$ cat config.mk
export PLATFORM = sky130hd
export DESIGN_NAME = conv1d_sequencer
export DESIGN_NICKNAME = d
export VERILOG_FILES = /design/src/rtl/conv1d_seq_pkg.sv /design/src/rtl/conv1d_mac_stage.sv /design/src/rtl/conv1d_sequencer.sv
export SDC_FILE = /design/constraint.sdc
export NUM_CORES = 1
export LEC_CHECK = 0
export ABC_AREA = 0
export BUFFER_PORTS_ARGS = -buffer_cell sky130_fd_sc_hd__buf_2
export CAP_MARGIN = 10
export CORE_ASPECT_RATIO = 1.5
export CORE_UTILIZATION = 35
export CTS_CLUSTER_DIAMETER = 120
export DETAILED_ROUTE_END_ITERATION = 8
export PLACE_DENSITY = 0.59
export SLEW_MARGIN = 20
export SYNTH_ARGS = -nofsm -noshare
export SYNTH_HDL_FRONTEND = slang
export SYNTH_HIERARCHICAL = 1
export SYNTH_SLANG_ARGS = --single-unit
$ cat constraint.sdc
create_clock -name clk -period 18.87 [get_ports clk]
set_input_delay 3.774 -clock clk [delete_from_list [all_inputs] [get_ports clk]]
set_output_delay 3.774 -clock clk [all_outputs]
set_load 0.03 [all_outputs]
$ cat src/rtl/conv1d_seq_pkg.sv
// Shared sizing, state encoding and tap-address helper for the conv1d sequencer.
package conv1d_seq_pkg;

  localparam int MAX_WIDTH     = 1024;
  localparam int MAX_CHANNELS  = 128;
  localparam int KERNEL_LENGTH = 8;
  localparam int PAD_LEFT      = 3;

  localparam int W_W        = $clog2(MAX_WIDTH + 1);
  localparam int D_W        = $clog2(MAX_CHANNELS + 1);
  localparam int OUT_ADDR_W = $clog2(MAX_WIDTH);
  localparam int IN_ADDR_W  = $clog2(MAX_WIDTH * MAX_CHANNELS);
  localparam int KW_ADDR_W  = $clog2(KERNEL_LENGTH * MAX_CHANNELS);
  localparam int FX_W       = $clog2(KERNEL_LENGTH);
  localparam int CH_W       = $clog2(MAX_CHANNELS);

  typedef enum logic [2:0] {
    ST_IDLE,
    ST_ISSUE,
    ST_DRAIN,
    ST_WRITE,
    ST_DONE
  } state_t;

  typedef struct packed {
    logic                 valid;
    logic [IN_ADDR_W-1:0] in_addr;
    logic [KW_ADDR_W-1:0] kw_addr;
  } tap_t;

  // Padding taps (in_x outside [0, W)) report valid=0 and zero addresses.
  function automatic tap_t tap_calc(
    input logic [OUT_ADDR_W-1:0] out_x,
    input logic [FX_W-1:0]       fx,
    input logic [CH_W-1:0]       ch,
    input logic [W_W-1:0]        w,
    input logic [D_W-1:0]        d
  );
    tap_t t;
    int   in_x;
    in_x      = int'(out_x) - PAD_LEFT + int'(fx);
    t.valid   = (in_x >= 0) && (in_x < int'(w));
    t.in_addr = '0;
    t.kw_addr = '0;
    if (t.valid) begin
      t.in_addr = IN_ADDR_W'(in_x * int'(d) + int'(ch));
      t.kw_addr = KW_ADDR_W'(int'(fx) * int'(d) + int'(ch));
    end
    return t;
  endfunction

endpackage

$ cat src/rtl/conv1d_mac_stage.sv
// MAC stage one cycle behind issue: sign-extend, add input offset, multiply, accumulate.
module conv1d_mac_stage
  import conv1d_seq_pkg::*;
(
  input  logic        clk,
  input  logic        reset,
  input  logic        issue_valid,
  input  logic        flush,
  input  logic        clear,
  input  logic [7:0]  in_data,
  input  logic [7:0]  kw_data,
  input  logic [31:0] offset,
  output logic [31:0] acc
);

  logic        valid_reg;
  logic [31:0] acc_reg;
  logic [31:0] in_ext;
  logic [31:0] kw_ext;
  logic [31:0] prod;

  // The low 32 bits of a product are identical for signed and unsigned operands.
  assign in_ext = {{24{in_data[7]}}, in_data};
  assign kw_ext = {{24{kw_data[7]}}, kw_data};
  assign prod   = valid_reg ? kw_ext * (in_ext + offset) : 32'd0;
  assign acc    = acc_reg;

  always_ff @(posedge clk or negedge reset) begin
    if (!reset) begin
      valid_reg <= 1'b0;
      acc_reg   <= 32'd0;
    end else begin
      valid_reg <= flush ? 1'b0 : issue_valid;
      if (flush || clear) begin
        acc_reg <= 32'd0;
      end else begin
        acc_reg <= acc_reg + prod;
      end
    end
  end

endmodule

$ cat src/rtl/conv1d_sequencer.sv
// Sequenced conv1d controller: walks out_x / filter_x / channel, issues buffer reads,
// and writes acc+bias per output position.
module conv1d_sequencer
  import conv1d_seq_pkg::*;
(
  input  logic                  clk,
  input  logic                  reset,
  input  logic                  start,
  input  logic                  abort,
  input  logic [W_W-1:0]        input_output_width,
  input  logic [D_W-1:0]        input_depth,
  input  logic [31:0]           input_offset,
  input  logic [31:0]           bias,
  output logic                  busy,
  output logic                  done,
  output logic                  error,
  output logic                  in_rd_en,
  output logic [IN_ADDR_W-1:0]  in_rd_addr,
  input  logic [7:0]            in_rd_data,
  output logic                  kw_rd_en,
  output logic [KW_ADDR_W-1:0]  kw_rd_addr,
  input  logic [7:0]            kw_rd_data,
  output logic                  out_wr_en,
  output logic [OUT_ADDR_W-1:0] out_wr_addr,
  output logic [31:0]           out_wr_data
);

  localparam logic [W_W-1:0]  W_MAX   = W_W'(MAX_WIDTH);
  localparam logic [D_W-1:0]  D_MAX   = D_W'(MAX_CHANNELS);
  localparam logic [FX_W-1:0] FX_LAST = FX_W'(KERNEL_LENGTH - 1);

  state_t                state_reg;
  logic [OUT_ADDR_W-1:0] out_x_reg, out_x_next;
  logic [FX_W-1:0]       fx_reg, fx_next;
  logic [CH_W-1:0]       ch_reg, ch_next;
  logic [W_W-1:0]        width_reg, width_next;
  logic [D_W-1:0]        depth_reg, depth_next;
  logic [31:0]           offset_reg;
  logic [31:0]           bias_reg;

  logic                  in_rd_en_reg, kw_rd_en_reg;
  logic [IN_ADDR_W-1:0]  in_rd_addr_reg;
  logic [KW_ADDR_W-1:0]  kw_rd_addr_reg;
  logic                  out_wr_en_reg;
  logic [OUT_ADDR_W-1:0] out_wr_addr_reg;
  logic                  busy_reg, done_reg, error_reg;

  logic                  params_bad;
  logic                  last_ch, last_fx, last_out;
  tap_t                  tap_next;
  logic [31:0]           acc;

  assign params_bad = (input_output_width == '0) || (input_depth == '0) ||
                      (input_output_width > W_MAX) || (input_depth > D_MAX);
  assign last_ch    = ({1'b0, ch_reg} == (depth_reg - 1'b1));
  assign last_fx    = (fx_reg == FX_LAST);
  assign last_out   = ({1'b0, out_x_reg} == (width_reg - 1'b1));

  // Position of the tap that will be on the read ports next cycle.
  always_comb begin
    out_x_next = out_x_reg;
    fx_next    = fx_reg;
    ch_next    = ch_reg;
    width_next = width_reg;
    depth_next = depth_reg;
    case (state_reg)
      ST_IDLE: begin
        out_x_next = '0;
        fx_next    = '0;
        ch_next    = '0;
        width_next = input_output_width;
        depth_next = input_depth;
      end
      ST_ISSUE: begin
        if (last_ch) begin
          fx_next = fx_reg + 1'b1;
          ch_next = '0;
        end else begin
          ch_next = ch_reg + 1'b1;
        end
      end
      ST_WRITE: begin
        out_x_next = out_x_reg + 1'b1;
        fx_next    = '0;
        ch_next    = '0;
      end
      default: ;
    endcase
    tap_next = tap_calc(out_x_next, fx_next, ch_next, width_next, depth_next);
  end

  always_ff @(posedge clk or negedge reset) begin
    if (!reset) begin
      state_reg       <= ST_IDLE;
      out_x_reg       <= '0;
      fx_reg          <= '0;
      ch_reg          <= '0;
      width_reg       <= '0;
      depth_reg       <= '0;
      offset_reg      <= 32'd0;
      bias_reg        <= 32'd0;
      in_rd_en_reg    <= 1'b0;
      in_rd_addr_reg  <= '0;
      kw_rd_en_reg    <= 1'b0;
      kw_rd_addr_reg  <= '0;
      out_wr_en_reg   <= 1'b0;
      out_wr_addr_reg <= '0;
      busy_reg        <= 1'b0;
      done_reg        <= 1'b0;
      error_reg       <= 1'b0;
    end else begin
      in_rd_en_reg    <= 1'b0;
      in_rd_addr_reg  <= '0;
      kw_rd_en_reg    <= 1'b0;
      kw_rd_addr_reg  <= '0;
      out_wr_en_reg   <= 1'b0;
      out_wr_addr_reg <= '0;
      busy_reg        <= 1'b0;
      done_reg        <= 1'b0;
      error_reg       <= 1'b0;
      if (abort) begin
        state_reg <= ST_IDLE;
        out_x_reg <= '0;
        fx_reg    <= '0;
        ch_reg    <= '0;
      end else begin
        case (state_reg)
          ST_IDLE: begin
            if (start) begin
              if (params_bad) begin
                error_reg <= 1'b1;
              end else begin
                width_reg      <= input_output_width;
                depth_reg      <= input_depth;
                offset_reg     <= input_offset;
                bias_reg       <= bias;
                out_x_reg      <= out_x_next;
                fx_reg         <= fx_next;
                ch_reg         <= ch_next;
                in_rd_en_reg   <= tap_next.valid;
                kw_rd_en_reg   <= tap_next.valid;
                in_rd_addr_reg <= tap_next.in_addr;
                kw_rd_addr_reg <= tap_next.kw_addr;
                busy_reg       <= 1'b1;
                state_reg      <= ST_ISSUE;
              end
            end
          end
          ST_ISSUE: begin
            busy_reg <= 1'b1;
            if (last_ch && last_fx) begin
              state_reg <= ST_DRAIN;
            end else begin
              fx_reg         <= fx_next;
              ch_reg         <= ch_next;
              in_rd_en_reg   <= tap_next.valid;
              kw_rd_en_reg   <= tap_next.valid;
              in_rd_addr_reg <= tap_next.in_addr;
              kw_rd_addr_reg <= tap_next.kw_addr;
            end
          end
          ST_DRAIN: begin
            busy_reg        <= 1'b1;
            out_wr_en_reg   <= 1'b1;
            out_wr_addr_reg <= out_x_reg;
            state_reg       <= ST_WRITE;
          end
          ST_WRITE: begin
            if (last_out) begin
              done_reg  <= 1'b1;
              state_reg <= ST_DONE;
            end else begin
              busy_reg       <= 1'b1;
              out_x_reg      <= out_x_next;
              fx_reg         <= fx_next;
              ch_reg         <= ch_next;
              in_rd_en_reg   <= tap_next.valid;
              kw_rd_en_reg   <= tap_next.valid;
              in_rd_addr_reg <= tap_next.in_addr;
              kw_rd_addr_reg <= tap_next.kw_addr;
              state_reg      <= ST_ISSUE;
            end
          end
          default: state_reg <= ST_IDLE;
        endcase
      end
    end
  end

  conv1d_mac_stage u_mac (
    .clk         (clk),
    .reset       (reset),
    .issue_valid (in_rd_en_reg),
    .flush       (abort),
    .clear       (state_reg == ST_WRITE),
    .in_data     (in_rd_data),
    .kw_data     (kw_rd_data),
    .offset      (offset_reg),
    .acc         (acc)
  );

  assign busy        = busy_reg;
  assign done        = done_reg;
  assign error       = error_reg;
  assign in_rd_en    = in_rd_en_reg;
  assign in_rd_addr  = in_rd_addr_reg;
  assign kw_rd_en    = kw_rd_en_reg;
  assign kw_rd_addr  = kw_rd_addr_reg;
  // A write coinciding with abort must not land.
  assign out_wr_en   = out_wr_en_reg && !abort;
  assign out_wr_addr = out_wr_addr_reg;
  assign out_wr_data = out_wr_en_reg ? (acc + bias_reg) : 32'd0;

endmodule

==> results of run 1 <==
critical path, delay by kind of cell:
kind / cells / cell delay (ps)
AO/OA/AOI/OAI: 15 / 2980
XOR/XNOR: 4 / 660
adder cells (fa/ha/maj): 7 / 2900
buffers and inverters: 5 / 620
AND/OR/NAND/NOR: 9 / 1380
routing by layer:
| layer | vias up | track usage (%) | share of wire (%) |
|---|---|---|---|
| met5 | - | 0 | 0.013 |
| met4 | 2 | 8.30 | 3.5 |
| met3 | 100 | 2.68 | 2.5 |
| met2 | 297 | 37.4 | 56 |
| met1 | 9551 | 20.6 | 37 |
| li1 | 9383 | - | - |
path summary, 6_finish.rpt:
kind / slack, ps / end
setup reg to reg: 9500 / in_rd_addr[16]
hold / removal: 520 / offset_reg[4]
setup / recovery: 6880 / u_mac/acc[31]
min in group asynchronous: 3270 / in_rd_addr[1]
hold reg to reg: 520 / offset_reg[4]
max in group asynchronous: 14290 / u_mac/acc[4]
placed cells by master, fill, tap and decap left out, drive strengths merged, types with 26 or more instances in the layout:
cell    instances
dfrtp         181
nand3          40
buf           195
a21o           69
a21oi         125
inv           366
xor2           72
nor2b          46
nand2b         27
o21ai         101
nand2         191
mux2i          26
and2          254
ha            240
fa            240
xnor2         111
mux2           87
nor2          183
nor3           38
area by class of cell:
type                       count  area (um^2)
fill                        7129        42300
multi-input combinational   2131        18500
sequential                   181         4530
inverter                     357         1340
tap                          900         1130
timing repair buffer         196         1040
clock buffer                  18          429
clock inverter                14          134
antenna                        1         2.50
cell usage after synthesis (9+ instances only):
library cell  instances
a211oi_1             19
a21o_1               69
a21oi_1             123
a31oi_1              19
and2_1              252
and3_1               22
clkbuf_1             76
dfrtp_1             181
fa_1                240
ha_1                240
inv_1               357
mux2_2               86
mux2i_1              26
nand2_1             191
nand2b_1             27
nand3_1              39
nand3b_1             15
nand4_1              16
nor2_1              182
nor2b_1              44
nor3_1               37
nor3b_1               9
nor4_1               16
o21a_1               15
o21ai_0              82
o21ai_1              17
o21bai_1             12
o31ai_1              10
or3_1                11
xnor2_1             109
xor2_1               71
per-stage QoR:
step / std cells / worst slack, ps / utilization [%]
after global placement: 3765 / 6430 / 38.2
final: 3798 / 6880 / 39.0
after CTS: 3797 / 6900 / 39.0
after detailed placement: 3765 / 6370 / 38.2
after floorplan: 2758 / 7520 / -
after global routing: 3798 / 6260 / 39.0
cell families after synthesis:
family                     share of synthesized area [%]
xor gates and xnor gates                            6.77
DFF                                                 18.4
and+or+nand+nor                                     19.5
adders and majority gates                           31.7
buffers and inverters                               6.94
muxes                                               5.02
AOI/OAI and AO/OA                                   11.7
==> summary.md, run 1 <==
| Metric | Value |
|---|---|
| Status | `finished clean` |
| CP endpoint kind | `register` |
| Relative slew slack | `35.6%` |
| Initial Utilization | `35.6%` |
| Data required, critical path | `19230 ps` |
| Final slew viol count | `0` |
| Worst setup startpoint | `in_rd_data[7]` |
| Io pins | `178` |
| Vias | `19.3k` |
| Die area | `71600 um^2` |
| First-pass GRT wire length | `108000 um` |
| RD Place Congestion | `0.903` |
| CTS Buffer Depth | `2` |
| Main flop type after synthesis | `dfrtp_1` |
| Worst r2r src | `state_reg[1]` |
| IO Port Bufs | `177` |
| Max FO, Critical Path | `25` |
| Synth unique cells | `96` |
| Area grow syn2layout | `9.62%` |
| Final setup vio count | `0` |
| H-tree Lvls | `4` |
| Post-route setup TNS | `0 ps` |
| Via density | `5.09` |
| Slowest CP cell | `o41ai_1` |
| Post-synth ARST share | `100%` |
| Post-route ant nets | `0` |
| Max Fclk | `83.4 MHz` |
| Post CTS Setup Buffer Count | `0` |
| Clk Latency, worst-skew pair | `500 ps` |
| YS warnings | `6` |
| Mapped Area | `24700 um^2` |
| Die X | `219 um` |
| Syn Area/Cell | `8.95 um^2` |
| Tot GR Track Use | `19.4%` |
| HPWL after DPL | `54800 um` |
| Initial antenna violation count | `3` |
| Starting DRT DRC Count | `748` |
| Reg2Reg Depth | `31` |
| Fin area | `27100 um^2` |
| NumNets Final | `3467` |
| Setup CP Type | `in -> reg` |
| Synth top area share | `19.5%` |
| Fin crit period | `11990 ps` |
| Min-delay worst type | `reg -> reg` |
| Row Count | `118` |
| Worst-path clk slew | `80 ps` |
| Hold path depth | `1` |
| Routed WL | `67200 um` |
| # DRC | `0` |
| Placement Cell Area | `26500 um^2` |
| RSZ-0062 raised after global routing | `no` |
| Vias in the first global route | `20.0k` |
| Post-synthesis sequential area ratio | `18.4%` |
| Largest net degree at the start of global routing | `68` |
| Hold WS | `517 ps` |
| Core ar. | `69400 um^2` |
| CTS root buffer | `clkbuf_16` |
| Worst Max-Slew Pin Slew | `939 ps` |
| Yosys reg bits | `181` |
| Drt first pass iters | `5` |
| Worst Path Arrival | `12350 ps` |
| Crit start category | `primary input` |
| Slowest Stage Delay on Critical Path | `540 ps` |
| Clk sinks | `181` |
| Post-CTS resize count | `0` |
| EDFF count, synth | `0` |
| Hold Fails Final Rpt | `0` |
| CTS tree | `built` |
| Clock skew | `16.1 ps` |
| Yosys top cell by area | `fa_1` |
| Gr ovfl total | `0` |
| Hold buffers post-CTS | `0` |
| Syn Nets | `3341` |
| DR WL/cell | `17.7 um` |
| Layout cells sized above 1 | `12.5%` |
| Max-Cap Viols | `0` |
| Die Height | `327 um` |
| Period Utilization, post-route | `63.5%` |
| Cells after synthesis | `2758` |
| Area contributors post-synth | `fa_1 (19%), dfrtp_1 (18%), ha_1 (12%), and2_1 (6.4%), inv_1 (5.4%)` |
| CTS Buf Count | `17` |
| Min-delay src | `offset_reg[4]` |
Power of run 1 is left out: the tool's default activity adds up to more than one toggle a clock period on the data nets, which glitch-free logic cannot reach.
==> run 2: changes to the inputs <==
--- a/config.mk
+++ b/config.mk
@@ -5,7 +5,7 @@
 export SDC_FILE = /design/constraint.sdc
 export NUM_CORES = 1
 export LEC_CHECK = 0
-export ABC_AREA = 0
+export ABC_AREA = 1
 export BUFFER_PORTS_ARGS = -buffer_cell sky130_fd_sc_hd__buf_2
 export CAP_MARGIN = 10
 export CORE_ASPECT_RATIO = 1.5
==> constraint.sdc (replaced) <==
create_clock -name clk -period 11.36 [get_ports clk]
set_input_delay 2.272 -clock clk [delete_from_list [all_inputs] [get_ports clk]]
set_output_delay 2.272 -clock clk [all_outputs]
set_load 0.03 [all_outputs]
==> summary.md, run 2 <==
| Metric | Value |
|---|---|
| EDFF count, synth | `0 (unchanged)` |
| Min-delay src | `offset_reg[29] (was offset_reg[4])` |
| Hold Fails Final Rpt | `0 (unchanged)` |
| Worst setup startpoint | `in_rd_data[7] (unchanged)` |
| Main flop type after synthesis | `dfrtp_1 (unchanged)` |
| RD Place Congestion | `0.947 (was 0.903)` |
| # placed instances | `4405 (was 3765)` |
| Min-delay worst type | `reg -> reg (unchanged)` |
| Syn Area/Cell | `7.42 um^2 (was 8.95 um^2)` |
| Most common cell after layout, fill and taps aside | `inv_1 (unchanged)` |
| Area contributors post-synth | `fa_1 (19%), dfrtp_1 (18%), ha_1 (12%), inv_1 (9.7%), nand2_1 (9.1%) (was fa_1 (19%), dfrtp_1 (18%), ha_1 (12%), and2_1 (6.4%), inv_1 (5.4%))` |
| Io pins | `178 (unchanged)` |
| Post-CTS resize count | `0 (unchanged)` |
| Max Fclk | `100 MHz` |
| Post-synth ARST share | `100% (unchanged)` |
| Fin area | `27500 um^2 (was 27100 um^2)` |
| Layout cells sized above 1 | `11.1% (was 12.5%)` |
| Via density | `4.95 (was 5.09)` |
| DR WL/cell | `17.1 um (was 17.7 um)` |
| NumNets Final | `4100 (was 3467)` |
| Worst Max-Slew Pin Slew | `1020 ps (was 939 ps)` |
| Period Utilization, post-route | `87.6%` |
| CP endpoint kind | `register (unchanged)` |
| CTS tree | `built (unchanged)` |
| Vias | `22.0k (was 19.3k)` |
| Worst Path Arrival | `10340 ps (was 12350 ps)` |
| Worst r2r src | `depth_reg[2] (was state_reg[1])` |
| Post-route ant nets | `0 (unchanged)` |
| Die X | `220 um (was 219 um)` |
| Worst-path clk slew | `80 ps (about the same)` |
| Critical R2R Capture | `in_rd_addr[16] (unchanged)` |
| Setup CP Type | `in -> reg (unchanged)` |
| Starting DRT DRC Count | `1089 (was 748)` |
| Synth unique cells | `57 (was 96)` |
| Reg2Reg Depth | `43 (was 31)` |
| CTS Buffer Depth | `2 (unchanged)` |
| Yosys top cell by area | `fa_1 (unchanged)` |
| Most frequent cells in the layout | `inv_1 (644), nand2_1 (608), nor2_1 (465) (was inv_1 (357), and2_1 (252), fa_1 (240), ha_1 (240), nand2_1 (191))` |
| Post-synth top cells | `inv_1 (645), nand2_1 (608), nor2_1 (465), fa_1 (240), ha_1 (240) (was inv_1 (357), and2_1 (252), fa_1 (240), ha_1 (240), nand2_1 (191))` |
| Yosys reg bits | `181 (unchanged)` |
| Final slew viol count | `0 (unchanged)` |
| CTS root buffer | `clkbuf_16 (unchanged)` |
| # DRC | `16 (was 0)` |
| Max FO, Critical Path | `25 (unchanged)` |
| Row Count | `119 (was 118)` |
| Failing checks | `DRC` |
| Placement Cell Area | `26900 um^2 (was 26500 um^2)` |
| Initial antenna violation count | `3 (unchanged)` |
| CTS Buf Count | `17 (unchanged)` |
| Cells after synthesis | `3364 (was 2758)` |
| Syn Nets | `3947 (was 3341)` |
| Vias in the first global route | `22.5k (was 20.0k)` |
| Fin crit period | `9960 ps` |
| Hold path depth | `1 (unchanged)` |
| Cell repeated most along the worst path | `nand2_1` |
| Most numerous cell in the Yosys netlist | `inv_1 (unchanged)` |
| Mapped Area | `25000 um^2 (was 24700 um^2)` |
| YS warnings | `6 (unchanged)` |
| Crit start category | `primary input (unchanged)` |
| Status | `finished with violations (was finished clean)` |
| Post-route setup TNS | `0 ps (unchanged)` |
| Max-Cap Viols | `0 (unchanged)` |
| Clk sinks | `181 (unchanged)` |
| Largest net degree at the start of global routing | `68 (unchanged)` |
| Tot GR Track Use | `21.7% (was 19.4%)` |
| HPWL after DPL | `63900 um (was 54800 um)` |
| Fin cells | `4437 (was 3798)` |
| Drt first pass iters | `7 (was 5)` |
| R2R Setup Slk | `2410 ps (was 9500 ps)` |
| Hold buffers post-CTS | `0 (unchanged)` |
| Post-synthesis sequential area ratio | `18.1% (was 18.4%)` |
| Area grow syn2layout | `10.1% (was 9.62%)` |
| IO Port Bufs | `177 (unchanged)` |
| Die Height | `329 um (was 327 um)` |
| Setup slack at placement | `888 ps (was 6370 ps)` |
| Gr ovfl total | `0 (unchanged)` |
| H-tree Lvls | `4 (unchanged)` |
| Clk Latency, worst-skew pair | `500 ps (about the same)` |
| Core ar. | `70400 um^2 (was 69400 um^2)` |
| Final setup vio count | `0 (unchanged)` |
| Hold Path Sink | `offset_reg[29] (was offset_reg[4])` |
| RSZ-0062 raised after global routing | `no (unchanged)` |
| Final worst setup slack | `1400 ps (was 6880 ps)` |
| Slowest CP cell | `fa_1 (was o41ai_1)` |
| Post CTS Setup Buffer Count | `0 (unchanged)` |
| First-pass GRT wire length | `120000 um (was 108000 um)` |
| Routed WL | `76000 um (was 67200 um)` |
| Clock skew | `22.2 ps (was 16.1 ps)` |
| Die area | `72400 um^2 (was 71600 um^2)` |
| Synth top area share | `19.2% (was 19.5%)` |
| Slowest Stage Delay on Critical Path | `600 ps (was 540 ps)` |
| Data required, critical path | `11750 ps (was 19230 ps)` |
| Initial Utilization | `35.4% (was 35.6%)` |
| Relative slew slack | `32.0% (was 35.6%)` |
-- run 2: changes by cell type after synthesis, moves of 29 or more --
| cell | delta |
|---|---|
| xnor2_1 | -73 |
| a21o_1 | -64 |
| nor2_1 | +283 |
| and2_1 | -249 |
| nor2_2 | +33 |
| nor2b_1 | -44 |
| clkbuf_1 | -29 |
| o21ai_0 | +63 |
| nand2_1 | +417 |
| inv_1 | +288 |
| a21oi_1 | +89 |
| nand3_1 | +77 |
-- run 2: cell families after synthesis --
family                   share of synthesized area [%]
AO/OA/AOI/OAI                                     10.1
XOR/XNOR                                          3.96
adder cells (fa/ha/maj)                           31.3
buffers and inverters                             10.9
flip-flops                                        18.1
multiplexers                                      2.89
AND/OR/NAND/NOR                                   22.7
-- run 2: worst max path at each step --
stage / end / slack [ps] / cells after the start
finish: u_mac/acc[31] / 1400 / 43
global route: u_mac/acc[31] / 790 / 41
CTS: u_mac/acc[31] / 1430 / 43
detailed placement: u_mac/acc[31] / 890 / 43
global placement: u_mac/acc[31] / 880 / 41
floorplan: u_mac/acc[31] / 2240 / 44
-- run 2: cell type report --
cell class / count / area (um^2)
diodes: 1 / 2.50
clock buffers: 17 / 425
clock inverters: 14 / 199
fillers: 7507 / 42900
inverters: 662 / 2480
multi-input cells: 2464 / 17700
flip-flops and latches: 181 / 4530
well taps: 907 / 1130
repair buffers: 191 / 1000
-- run 2: per-stage QoR --
stage	hold slack [ps]	utilization, %
after floorplan	486	-
after global placement	497	38.1
after detailed placement	504	38.1
after CTS	521	39.0
after global routing	524	39.0
final	516	39.0
-- run 2: metal layers --
layer | vias to the layer above | track usage [%] | wire length, um
met1 | 10538 | 23.3 | 28700
met4 | 6 | 10.1 | 3400
met2 | 447 | 41.4 | 41300
li1 | 10827 | - | -
met5 | - | 0 | 33
met3 | 144 | 2.98 | 2530
-- run 2: worst max-delay path: cells and delay by family --
kind	cells	cell delay, ps
xor+xnor	2	440
simple gates	22	2890
fa+ha+maj	7	3150
compound gates	6	830
buf+inv	6	720
Power of run 2 is left out for the same reason.
